[src/rtl/cpu_consts.sv]
// Shared CPU constants: ALU op codes, memory op/size enums, byte-mask and alignment helpers.
`timescale 1ns/1ps
package cpu_consts;

    typedef enum logic [3:0] {
        ALU_ADD  = 4'd0,
        ALU_SUB  = 4'd1,
        ALU_AND  = 4'd2,
        ALU_OR   = 4'd3,
        ALU_XOR  = 4'd4,
        ALU_SLL  = 4'd5,
        ALU_SRL  = 4'd6,
        ALU_SRA  = 4'd7,
        ALU_SLT  = 4'd8,
        ALU_SLTU = 4'd9
    } alu_op_t;

    typedef enum logic [1:0] {
        MEM_NONE  = 2'd0,
        MEM_LOAD  = 2'd1,
        MEM_STORE = 2'd2,
        MEM_RSVD  = 2'd3
    } mem_op_t;

    typedef enum logic [1:0] {
        SIZE_B = 2'd0,
        SIZE_H = 2'd1,
        SIZE_W = 2'd2,
        SIZE_D = 2'd3
    } mem_size_t;

    localparam logic [7:0] MASK_B = 8'h01;
    localparam logic [7:0] MASK_H = 8'h03;
    localparam logic [7:0] MASK_W = 8'h0F;
    localparam logic [7:0] MASK_D = 8'hFF;

    function automatic logic [7:0] size_mask(input mem_size_t size);
        case (size)
            SIZE_B:  size_mask = MASK_B;
            SIZE_H:  size_mask = MASK_H;
            SIZE_W:  size_mask = MASK_W;
            SIZE_D:  size_mask = MASK_D;
            default: size_mask = MASK_B;
        endcase
    endfunction

    // Mask of address offset bits that survive alignment to the access size.
    function automatic logic [2:0] align_bits(input mem_size_t size);
        case (size)
            SIZE_B:  align_bits = 3'b111;
            SIZE_H:  align_bits = 3'b110;
            SIZE_W:  align_bits = 3'b100;
            SIZE_D:  align_bits = 3'b000;
            default: align_bits = 3'b111;
        endcase
    endfunction

    function automatic logic is_misaligned(input logic [2:0] offset, input mem_size_t size);
        is_misaligned = ((offset & ~align_bits(size)) != 3'b000);
    endfunction

endpackage

[src/rtl/mem_access_if.sv]
// Memory request/response port between the memory-access stage and the data memory.
`timescale 1ns/1ps
interface mem_access_if;
    logic        req_valid_o;
    logic        req_ready_i;
    logic [63:0] req_addr_o;
    logic        req_we_o;
    logic [63:0] req_wdata_o;
    logic [7:0]  req_wstrb_o;
    logic        resp_valid_i;
    logic [63:0] resp_rdata_i;

    modport master (
        output req_valid_o, req_addr_o, req_we_o, req_wdata_o, req_wstrb_o,
        input  req_ready_i, resp_valid_i, resp_rdata_i
    );

    modport slave (
        input  req_valid_o, req_addr_o, req_we_o, req_wdata_o, req_wstrb_o,
        output req_ready_i, resp_valid_i, resp_rdata_i
    );
endinterface

[src/rtl/load_align.sv]
// Load data lane extraction: picks the addressed bytes and sign/zero-extends them to 64 bits.
`timescale 1ns/1ps
module load_align
    import cpu_consts::*;
(
    input  logic [63:0] rdata,
    input  logic [2:0]  offset,
    input  mem_size_t   size,
    input  logic        is_unsigned,
    output logic [63:0] data
);

    logic [63:0] lane_s;

    // Shift addressed lane to bit 0, then extend according to size and signedness.
    always_comb begin
        lane_s = rdata >> {offset, 3'b000};
        case (size)
            SIZE_B:  data = is_unsigned ? {56'd0, lane_s[7:0]}  : {{56{lane_s[7]}},  lane_s[7:0]};
            SIZE_H:  data = is_unsigned ? {48'd0, lane_s[15:0]} : {{48{lane_s[15]}}, lane_s[15:0]};
            SIZE_W:  data = is_unsigned ? {32'd0, lane_s[31:0]} : {{32{lane_s[31]}}, lane_s[31:0]};
            SIZE_D:  data = lane_s;
            default: data = lane_s;
        endcase
    end

endmodule

[src/rtl/mem_access.sv]
// Memory-access pipeline stage: IDLE/REQ/WAIT/DONE FSM issuing loads/stores and presenting writeback.
// Build option MISALIGN_TRAP_EN: misaligned loads/stores trap (exc_o) instead of being force-aligned.
`timescale 1ns/1ps
module mem_access
    import cpu_consts::*;
(
    input  logic          clk,
    input  logic          reset,
    input  logic          valid_i,
    output logic          ready_o,
    input  logic [63:0]   alu_res_i,
    input  logic [63:0]   store_data_i,
    input  logic [1:0]    mem_op_i,
    input  logic [1:0]    mem_size_i,
    input  logic          mem_unsigned_i,
    input  logic [4:0]    rd_i,
    input  logic          wb_en_i,
    mem_access_if.master  mem,
    output logic          valid_o,
    input  logic          ready_i,
    output logic [63:0]   wb_data_o,
    output logic [4:0]    rd_o,
    output logic          wb_en_o,
    output logic          exc_o
);

    typedef enum logic [1:0] {
        IDLE = 2'd0,
        REQ  = 2'd1,
        WAIT = 2'd2,
        DONE = 2'd3
    } state_t;

    state_t      state_r, state_s;
    mem_op_t     op_s;
    mem_size_t   size_in_s, size_r;
    logic        accept_s, is_mem_s, is_store_s, trap_s;
    logic [63:0] addr_s, wdata_s, load_data_s;
    logic [7:0]  strb_s;
    logic [63:0] addr_r, wdata_r, wb_data_r;
    logic [7:0]  wstrb_r;
    logic        we_r, uns_r, wb_en_r, exc_r;
    logic [4:0]  rd_r;

    // Decode the incoming request: trap decision, effective address and store lanes.
    always_comb begin
        op_s       = mem_op_t'(mem_op_i);
        size_in_s  = mem_size_t'(mem_size_i);
        is_mem_s   = (op_s == MEM_LOAD) || (op_s == MEM_STORE);
`ifdef MISALIGN_TRAP_EN
        trap_s     = is_mem_s && is_misaligned(alu_res_i[2:0], size_in_s);
        addr_s     = alu_res_i;
`else
        trap_s     = 1'b0;
        addr_s     = {alu_res_i[63:3], alu_res_i[2:0] & align_bits(size_in_s)};
`endif
        is_store_s = (op_s == MEM_STORE) && !trap_s;
        strb_s     = size_mask(size_in_s) << addr_s[2:0];
        wdata_s    = store_data_i << {addr_s[2:0], 3'b000};
    end

    // Handshake: accept in IDLE, or in DONE when the current result is being consumed.
    always_comb begin
        ready_o  = (state_r == IDLE) || ((state_r == DONE) && ready_i);
        accept_s = valid_i && ready_o;
    end

    // Next-state logic.
    always_comb begin
        state_s = state_r;
        case (state_r)
            IDLE, DONE: begin
                if (accept_s) begin
                    state_s = (is_mem_s && !trap_s) ? REQ : DONE;
                end else if ((state_r == DONE) && ready_i) begin
                    state_s = IDLE;
                end else begin
                    state_s = state_r;
                end
            end
            REQ: begin
                if (mem.req_ready_i) begin
                    state_s = we_r ? DONE : WAIT;
                end else begin
                    state_s = REQ;
                end
            end
            WAIT: begin
                if (mem.resp_valid_i) begin
                    state_s = DONE;
                end else begin
                    state_s = WAIT;
                end
            end
            default: state_s = IDLE;
        endcase
    end

    load_align u_load_align (
        .rdata       (mem.resp_rdata_i),
        .offset      (addr_r[2:0]),
        .size        (size_r),
        .is_unsigned (uns_r),
        .data        (load_data_s)
    );

    // State and transaction registers; request fields only change on accept, so they hold during REQ.
    always_ff @(posedge clk) begin
        if (reset) begin
            state_r   <= IDLE;
            addr_r    <= 64'd0;
            wdata_r   <= 64'd0;
            wstrb_r   <= 8'd0;
            we_r      <= 1'b0;
            size_r    <= SIZE_B;
            uns_r     <= 1'b0;
            rd_r      <= 5'd0;
            wb_en_r   <= 1'b0;
            wb_data_r <= 64'd0;
            exc_r     <= 1'b0;
        end else begin
            state_r <= state_s;
            if (accept_s) begin
                addr_r    <= addr_s;
                wdata_r   <= is_store_s ? wdata_s : 64'd0;
                wstrb_r   <= is_store_s ? strb_s : 8'd0;
                we_r      <= is_store_s;
                size_r    <= size_in_s;
                uns_r     <= mem_unsigned_i;
                rd_r      <= rd_i;
                wb_en_r   <= wb_en_i && (op_s != MEM_STORE) && !trap_s;
                wb_data_r <= alu_res_i;
                exc_r     <= trap_s;
            end else if ((state_r == WAIT) && mem.resp_valid_i) begin
                wb_data_r <= load_data_s;
            end
        end
    end

    assign mem.req_valid_o = (state_r == REQ);
    assign mem.req_addr_o  = addr_r;
    assign mem.req_we_o    = we_r;
    assign mem.req_wdata_o = wdata_r;
    assign mem.req_wstrb_o = wstrb_r;

    assign valid_o   = (state_r == DONE);
    assign wb_data_o = wb_data_r;
    assign rd_o      = rd_r;
    assign wb_en_o   = wb_en_r;
    assign exc_o     = exc_r;

endmodule

[src/flat_wrapper.sv]
// flat-port wrapper written by rule: the top's interface ports become plain ports
module mem_access_flat import cpu_consts::*;
  (clk, reset, valid_i, ready_o, alu_res_i, store_data_i, mem_op_i, mem_size_i, mem_unsigned_i, rd_i, wb_en_i, valid_o, ready_i, wb_data_o, rd_o, wb_en_o, exc_o, mem_req_valid_o, mem_req_addr_o, mem_req_we_o, mem_req_wdata_o, mem_req_wstrb_o, mem_req_ready_i, mem_resp_valid_i, mem_resp_rdata_i);
  mem_access_if mem_i ();
  input  logic clk;
  input  logic reset;
  input  logic valid_i;
  output logic ready_o;
  input  logic [63:0] alu_res_i;
  input  logic [63:0] store_data_i;
  input  logic [1:0] mem_op_i;
  input  logic [1:0] mem_size_i;
  input  logic mem_unsigned_i;
  input  logic [4:0] rd_i;
  input  logic wb_en_i;
  output logic valid_o;
  input  logic ready_i;
  output logic [63:0] wb_data_o;
  output logic [4:0] rd_o;
  output logic wb_en_o;
  output logic exc_o;
  output wire logic [$bits(mem_i.req_valid_o)-1:0] mem_req_valid_o;
  output wire logic [$bits(mem_i.req_addr_o)-1:0] mem_req_addr_o;
  output wire logic [$bits(mem_i.req_we_o)-1:0] mem_req_we_o;
  output wire logic [$bits(mem_i.req_wdata_o)-1:0] mem_req_wdata_o;
  output wire logic [$bits(mem_i.req_wstrb_o)-1:0] mem_req_wstrb_o;
  input wire logic [$bits(mem_i.req_ready_i)-1:0] mem_req_ready_i;
  input wire logic [$bits(mem_i.resp_valid_i)-1:0] mem_resp_valid_i;
  input wire logic [$bits(mem_i.resp_rdata_i)-1:0] mem_resp_rdata_i;
  assign mem_req_valid_o = mem_i.req_valid_o;
  assign mem_req_addr_o = mem_i.req_addr_o;
  assign mem_req_we_o = mem_i.req_we_o;
  assign mem_req_wdata_o = mem_i.req_wdata_o;
  assign mem_req_wstrb_o = mem_i.req_wstrb_o;
  assign mem_i.req_ready_i = mem_req_ready_i;
  assign mem_i.resp_valid_i = mem_resp_valid_i;
  assign mem_i.resp_rdata_i = mem_resp_rdata_i;
  mem_access u_core (.clk(clk), .reset(reset), .valid_i(valid_i), .ready_o(ready_o), .alu_res_i(alu_res_i), .store_data_i(store_data_i), .mem_op_i(mem_op_i), .mem_size_i(mem_size_i), .mem_unsigned_i(mem_unsigned_i), .rd_i(rd_i), .wb_en_i(wb_en_i), .mem(mem_i), .valid_o(valid_o), .ready_i(ready_i), .wb_data_o(wb_data_o), .rd_o(rd_o), .wb_en_o(wb_en_o), .exc_o(exc_o));
endmodule
[config.mk]
export PLATFORM = sky130hd
export DESIGN_NAME = mem_access_flat
export DESIGN_NICKNAME = d
export VERILOG_FILES = /design/src/rtl/cpu_consts.sv /design/src/rtl/mem_access_if.sv /design/src/rtl/load_align.sv /design/src/rtl/mem_access.sv /design/src/flat_wrapper.sv
export SDC_FILE = /design/constraint.sdc
export NUM_CORES = 1
export LEC_CHECK = 0
export CAP_MARGIN = 20
export CORE_AREA = 2 2 162 164
export DETAILED_ROUTE_END_ITERATION = 6
export DIE_AREA = 0 0 164 166
export GPL_ROUTABILITY_DRIVEN = 1
export GPL_TIMING_DRIVEN = 0
export PLACE_DENSITY = 0.89
export SYNTH_ARGS = -nofsm -noshare
export SYNTH_HDL_FRONTEND = slang
export SYNTH_SLANG_ARGS = --single-unit
[constraint.sdc]
create_clock -name clk -period 3.3 [get_ports clk]
set_clock_uncertainty 0.2 [all_clocks]
set_input_delay 0.825 -clock clk [delete_from_list [all_inputs] [get_ports clk]]
set_output_delay 0.825 -clock clk [all_outputs]
set_load 0.01 [all_outputs]
==> flow_results.xml <==
<?xml version="1.0" encoding="UTF-8"?>
<metrics>
  <group name="status">
    <metric name="status" unit="">complete, but fails checks</metric>
    <metric name="violated_checks" unit="">negative setup slack</metric>
  </group>
  <group name="logic_synthesis">
    <metric name="synth_area_leaders" unit="">sky130_fd_sc_hd__dfxtp_1, sky130_fd_sc_hd__nand2_1, sky130_fd_sc_hd__mux2i_1, sky130_fd_sc_hd__a21oi_1, sky130_fd_sc_hd__a311oi_2</metric>
    <metric name="yosys_most_used_dff" unit="">sky130_fd_sc_hd__dfxtp_1</metric>
    <metric name="netlist.top_cell.by_area" unit="">sky130_fd_sc_hd__dfxtp_1</metric>
    <metric name="yosys_warnings" unit="">0</metric>
    <metric name="synth_top_area_share" unit="%">37.6</metric>
    <metric name="synth_async_sr_flop_share" unit="%">0</metric>
    <metric name="synth_seq_cells" unit="">212</metric>
    <metric name="post_synth_instance_area" unit="sq um">11300</metric>
    <metric name="synth.most_common_cell" unit="">sky130_fd_sc_hd__nand2_1</metric>
    <metric name="syn_inst" unit="">1341</metric>
    <metric name="synthesis.nets" unit="">1555</metric>
    <metric name="ys_seq_area_share" unit="%">37.6</metric>
    <metric name="netlist_top_cells_count" unit="">sky130_fd_sc_hd__nand2_1, sky130_fd_sc_hd__dfxtp_1, sky130_fd_sc_hd__a21oi_1, sky130_fd_sc_hd__nor2_1, sky130_fd_sc_hd__clkbuf_1</metric>
    <metric name="synth_edf_count" unit="">0</metric>
    <metric name="post_synth_num_cell_types" unit="">68</metric>
    <metric name="synthesis.area_per_instance" unit="sq um">8.43</metric>
  </group>
  <group name="die">
    <metric name="initial_utilization" unit="%">44.1</metric>
    <metric name="boundaryPins" unit="">420</metric>
    <metric name="floorplan.die.height" unit="microns">166</metric>
    <metric name="die_w" unit="microns">164</metric>
    <metric name="die_area" unit="sq um">27200</metric>
    <metric name="rows" unit="">59</metric>
    <metric name="core_area" unit="sq um">25600</metric>
  </group>
  <group name="sta">
    <metric name="post-route-min-period" unit="ps">3300</metric>
    <metric name="hold_viol" unit="">0</metric>
    <metric name="timing.final.crit_share" unit="%">100</metric>
    <metric name="final-max-slew-violation-count" unit="">0</metric>
    <metric name="tightestPinTransition" unit="ps">969</metric>
    <metric name="setup_tns" unit="ps">-0.179</metric>
    <metric name="fmax" unit="MHz">303</metric>
    <metric name="report.final.setup_viol" unit="">1</metric>
    <metric name="rsz0062_at_grt" unit="">yes</metric>
    <metric name="finalWorstSetupSlack" unit="ps">-0.179</metric>
    <metric name="slew_headroom" unit="%">34.9</metric>
  </group>
  <group name="placed_design">
    <metric name="dp.final_hpwl" unit="mm">44.3</metric>
    <metric name="gp_congestion" unit="">0.998</metric>
    <metric name="placement.io_buffers" unit="">417</metric>
  </group>
  <group name="setup_path">
    <metric name="worstPathBufferInverterCount" unit="">4</metric>
    <metric name="reg2reg_start" unit="">u_core.mem.req_addr_o[1]</metric>
    <metric name="chain_of_cells_forming_the_critical_path" unit="">clkdlybuf4s50_1 -&gt; clkbuf_1 -&gt; clkbuf_1 -&gt; clkbuf_1 -&gt; a21oi_1</metric>
    <metric name="reg2regPathDepth" unit="">7</metric>
    <metric name="largest_incremental_delay_on_the_critical_path" unit="ps">730</metric>
    <metric name="crit_path_top_delay_cell" unit="">sky130_fd_sc_hd__clkbuf_1</metric>
    <metric name="timing.critical_path.mode_cell" unit="">sky130_fd_sc_hd__clkbuf_1</metric>
    <metric name="critical_path_required" unit="ps">3460</metric>
    <metric name="worstPathArrival" unit="ps">3460</metric>
    <metric name="cp_top_family" unit="">buffers and inverters</metric>
    <metric name="ff2ff_setup_slack" unit="ps">70</metric>
    <metric name="crit_type" unit="">in2reg</metric>
    <metric name="startpoint_type" unit="">input port</metric>
    <metric name="worstReg2RegEnd" unit="">u_core.wb_data_o[14]</metric>
    <metric name="max_fo_critical_path" unit="">10</metric>
    <metric name="critical_path.endpoint_type" unit="">flop</metric>
  </group>
  <group name="grt">
    <metric name="grtUsageMet2" unit="%">65.8</metric>
    <metric name="grt_pass1_vias" unit="">13160</metric>
    <metric name="met1_usage" unit="%">47.9</metric>
    <metric name="grtUsageTotal" unit="%">40.6</metric>
    <metric name="grt-busiest-layer" unit="">met2</metric>
    <metric name="grt_overflow_total" unit="">0</metric>
    <metric name="grt_use_met3" unit="%">9.77</metric>
    <metric name="global_route_wire_length_before_repair" unit="mm">83.2</metric>
    <metric name="grt_max_degree" unit="">15</metric>
    <metric name="antenna_found_initial" unit="">3</metric>
  </group>
  <group name="flow_run">
    <metric name="cap_viol_max_count" unit="">0</metric>
  </group>
  <group name="hold_path">
    <metric name="min_from" unit="">u_core.mem.req_wdata_o[56]</metric>
    <metric name="min_delay_worst_endpoint" unit="">u_core.mem.req_wdata_o[56]</metric>
    <metric name="min_delay_worst_type" unit="">reg2reg</metric>
    <metric name="worst_hold_path.num_cells" unit="">2</metric>
  </group>
  <group name="clock_network">
    <metric name="cts_inserted_buffers" unit="">24</metric>
    <metric name="clock_tree_from_tritoncts" unit="">built</metric>
    <metric name="clock_latency" unit="ps">540</metric>
    <metric name="cts.sink_count" unit="">212</metric>
    <metric name="post_cts.repair.setup_buffers" unit="">0</metric>
    <metric name="cts.clk_slew.worst_paths" unit="ps">60</metric>
    <metric name="cts.path.max_buffers" unit="">3</metric>
    <metric name="ctsRootBufferMaster" unit="">sky130_fd_sc_hd__clkbuf_16</metric>
    <metric name="htree_num_levels" unit="">1</metric>
  </group>
  <group name="detailed_routing">
    <metric name="detail_route.first_pass.iterations" unit="">6</metric>
    <metric name="wl" unit="mm">57.3</metric>
    <metric name="drt-initial-drc-count" unit="">1549</metric>
    <metric name="route.detailed.vias_per_inst" unit="">6.20</metric>
    <metric name="final_antenna_net_count" unit="">0</metric>
    <metric name="via_count" unit="">13294</metric>
    <metric name="routedWlPerCell" unit="microns">26.8</metric>
    <metric name="drc" unit="">0</metric>
  </group>
  <group name="layout">
    <metric name="final_nets" unit="">2000</metric>
    <metric name="area.growth.synth_to_final" unit="%">49.0</metric>
    <metric name="post_route_cells_drive_above_1_share" unit="%">9.65</metric>
    <metric name="postLayoutCoreUtil" unit="%">65.7</metric>
  </group>
  <group name="pwr">
    <metric name="vdd_ir_drop_max" unit="mV">0.472</metric>
    <metric name="cellPowerDensity" unit="nW/um^2">677</metric>
    <metric name="p_leak" unit="nW">6.09</metric>
  </group>
</metrics>
==> layer usage <==
layer  routed length (microns)  vias to the layer above
li1                          -                     5752
met1                     20300                     6362
met2                     26300                      968
met3                      6440                      212
met4                      4320                        0
met5                         0                        -
==> worst register-to-register path: cells and delay by family, from the launching register on <==
family	cells	cell delay [ps]
compound gates	2	1040
buf+inv	2	770
flops	1	460
simple gates	3	670
==> what timing repair did <==
action	4_1_cts	5_1_grt
resized for setup	3	5
pin swaps	0	0
hold buffers	0	0
endpoints found under the setup margin	6	9
==> worst max-delay path by stage <==
stage	cells after the start	slack (ps)	end	start
global route	5	-10	u_core.wb_data_o[0]	reset
finish	5	-0.2	u_core.wb_data_o[5]	reset
CTS	7	20	u_core.mem.req_wdata_o[57]	alu_res_i[2]
global placement	7	-600	u_core.mem.req_wdata_o[33]	alu_res_i[0]
floorplan	7	610	u_core.mem.req_wdata_o[36]	mem_size_i[0]
detailed placement	7	-580	u_core.wb_data_o[62]	valid_i
==> power breakdown <==
| group | internal [mW] | switching, mW |
|---|---|---|
| Sequential | 3.12 | 0.408 |
| Clock | 1.84 | 1.18 |
| Combinational | 2.11 | 2.74 |
| Total | 7.07 | 4.33 |
==> state kept, by name, summed over array words and instances, names as in the netlist <==
register / count
u_core.mem.req_addr_o: 64
u_core.mem.req_wdata_o: 64
u_core.mem.req_we_o: 1
u_core.mem.req_wstrb_o: 8
u_core.rd_o: 5
u_core.size_r: 2
u_core.state_r: 2
u_core.uns_r: 1
u_core.wb_data_o: 64
u_core.wb_en_o: 1
==> cell families after synthesis <==
family / share of synthesized area, %
AOI/OAI and AO/OA: 24.2
adders and majority gates: 0.554
buffers and inverters: 5.46
DFF: 37.6
muxes: 13.1
other: 0.0332
and+or+nand+nor: 19.0
==> stage by stage <==
step	total power [mW]	area (sq um)	cells	setup slack [ps]	hold slack, ps
finish	11.4	16800	2143	-0.179	243
global route	11.8	16800	2142	-12.6	270
CTS	11.3	16800	2138	23.0	242
detailed placement	8.26	15900	2094	-581	233
global placement	8.16	15900	2093	-598	228
floorplan	5.85	11300	1341	612	263
==> layout make-up <==
class	count	area, sq um
inverter	11	41.3
timing repair buffer	419	4190
buffer	117	581
clock inverter	12	183
sequential	212	4240
fill	2092	8780
tap	335	419
clock buffer	32	712
antenna	4	10.0
multi-input combinational	1001	6460
==> placed cells by master, fill, tap and decap left out, types with 10 or more instances in the layout <==
cell,Yosys,final
sky130_fd_sc_hd__o21a_1,15,15
sky130_fd_sc_hd__a311oi_2,29,29
sky130_fd_sc_hd__dfxtp_1,212,212
sky130_fd_sc_hd__clkdlybuf4s50_1,0,417
sky130_fd_sc_hd__nand3_1,26,26
sky130_fd_sc_hd__mux2_2,22,22
sky130_fd_sc_hd__mux2i_1,67,67
sky130_fd_sc_hd__a31oi_1,10,10
sky130_fd_sc_hd__a311oi_1,21,21
sky130_fd_sc_hd__buf_2,22,22
sky130_fd_sc_hd__nand2_1,313,313
sky130_fd_sc_hd__a221oi_1,15,15
sky130_fd_sc_hd__a32oi_1,12,12
sky130_fd_sc_hd__nor3_1,23,22
sky130_fd_sc_hd__clkbuf_16,0,25
sky130_fd_sc_hd__mux4_2,15,15
sky130_fd_sc_hd__o21bai_1,11,11
sky130_fd_sc_hd__mux2_1,19,19
sky130_fd_sc_hd__nor2_1,111,111
sky130_fd_sc_hd__o22ai_1,10,10
sky130_fd_sc_hd__a21oi_1,116,116
sky130_fd_sc_hd__clkbuf_1,69,67
sky130_fd_sc_hd__a211oi_1,10,10
sky130_fd_sc_hd__a22oi_1,35,35
Note: power is estimated with default switching activity, not from simulation.
==> patch, RTL diff (same flow settings) <==
Add a define of `MISALIGN_TRAP_EN`.
--- a/src/rtl/mem_access.sv
+++ b/src/rtl/mem_access.sv
@@ -2,4 +2,6 @@
 // Build option MISALIGN_TRAP_EN: misaligned loads/stores trap (exc_o) instead of being force-aligned.
 `timescale 1ns/1ps
+`define MISALIGN_TRAP_EN
+
 module mem_access
     import cpu_consts::*;
Function: changed (Yosys sat finds a counterexample within 4 cycles, from zero or initial values and one cycle with reset high).
==> patch against the original RTL <==
- power down 5.3%
- first-iteration DRC count down 1.2%
- critical path type unchanged
- sequential cell count is 1 higher
- combinational power fell by 1%
- critical endpoint is now u_core.mem.req_addr_o[1]
- setup slack better by 0.10 ns
- largest power group unchanged
- critical path depth is 4 higher
- design area barely moved
- area after synthesis up 0.87%
- routed wire length decreased by 4.6%
- clock power shrank 11%
- sequential power shrank 6.2%
==> patch: results (changes against the original RTL) <==
Status
  • Status: finished clean

Detailed routing
  • First DRT Iteration DRCs: 1,531 (-1.2%)
  • Drt total wl: 54,710 µm (-4.6%)

Timing
  • Hold slack: 0.2530 ns (+0.01026 ns)
  • Max_slew headroom: 38.23% (+3.4 points)
  • Final WS setup: 0.1009 ns (+0.1011 ns)

Pwr
  • Clock Power Share: 24.9% (-1.6 points)
  • Switching power total: 4.143 mW (-4.3%)
  • Static Leak: 6.133 nW (+0.69%)
  • Sequential share of power: 30.7% (-0.2 points)
  • Peak supply drop: 0.0004387 V (-7.1%)

Synthesis
  • Top post-synthesis cells by count: nand2_1 (246), dfxtp_1 (213), mux2i_1 (115)
  • Multiplexer area fraction after synthesis: 17.81% (+4.7 points)
  • Netlist cell types: 60 (-12%)
  • Sequential fraction of the synthesis area: 37.41% (-0.15 points)
  • Syn_nets: 1,521 (-2.2%)
  • Post-Syn Instances: 1,307 (-2.5%)
  • Adder-cell share of the synthesized area: 0.5489% (-0.0048 points)
  • Compound-cell area share of the yosys netlist: 24.27% (+0.053 points)

Worst setup path
  • Worst R2R Setup Slack: 0.17 ns (+0.10 ns)
  • Worst path max stage delay: 0.48 ns (-0.25 ns)
  • Crit path to: u_core.mem.req_addr_o[1]
  • Critical path's slowest cell: clkdlybuf4s50_1
  • CP startpoint: ready_i

Layout
  • FF+latch count: 213 (+0.47%)
  • #MultiIn Comb: 962 (-3.9%)
  • Buffers excl. clock: 534 (-0.37%)
  • N_diodes: 8 (+4)
  • Fill count: 2,086 (-0.29%)
  • Area growth syn-to-layout: 47.82%
  • Register Area: 4264 µm² (+0.47%)
  • Proportion of layout cells with a drive suffix above 1: 9.343% (-0.30 points)
  • Logic inverters: 16 (+5)

Placed design
  • GPL Wtd Cong: 0.9987 (about the same)
  • DP Worst Slack: -0.8566 ns (-0.2756 ns)
  • Placed cell area: 16,000 µm² (+0.66%)

Min path
  • Worst-case hold path end point: u_core.mem.req_wdata_o[50]

Global routing
  • Initial antenna violation count: 7 (+4)
  • First-pass GRT wire length: 80,120 µm (-3.7%)
  • Global Route Usage Sum: 38.81% (-1.8 points)
  • Largest net degree at the start of global routing: 20 (+5)

Clocking
  • CTS buffer count: 23 (-4.2%)
  • Worst-Skew Late Latency: 0.51 ns (-0.03 ns)
[patch: changes by cell type in the layout (fill, tap and decap cells not counted), sizes merged, moves of 18 or more]
cell    change
a22o       +29
mux2       -30
a211oi     +30
mux4       +18
nand3      -25
nand2      -67
nor2       -36
o21ai      +66
a311oi     -40
a22oi      -20
mux2i      +48
[patch: timing repair]
action,4_1_cts,5_1_grt
setup endpoints to repair,79,124
pin swaps,0,1
gates resized for setup,9,14
buffers inserted,0,2
[patch: layer usage]
metal / track usage, % / routed length [µm]
met1: 43.98 / 18780
met4: 23.07 / 3679
met5: 0 / 0
met2: 64.89 / 26000
met3: 10.61 / 6251
[patch: critical path, delay by kind of cell]
kind / cells / cell delay, ns
buffers and inverters: 5 / 1.89
AOI/OAI and AO/OA: 2 / 0.41
and+or+nand+nor: 2 / 0.30
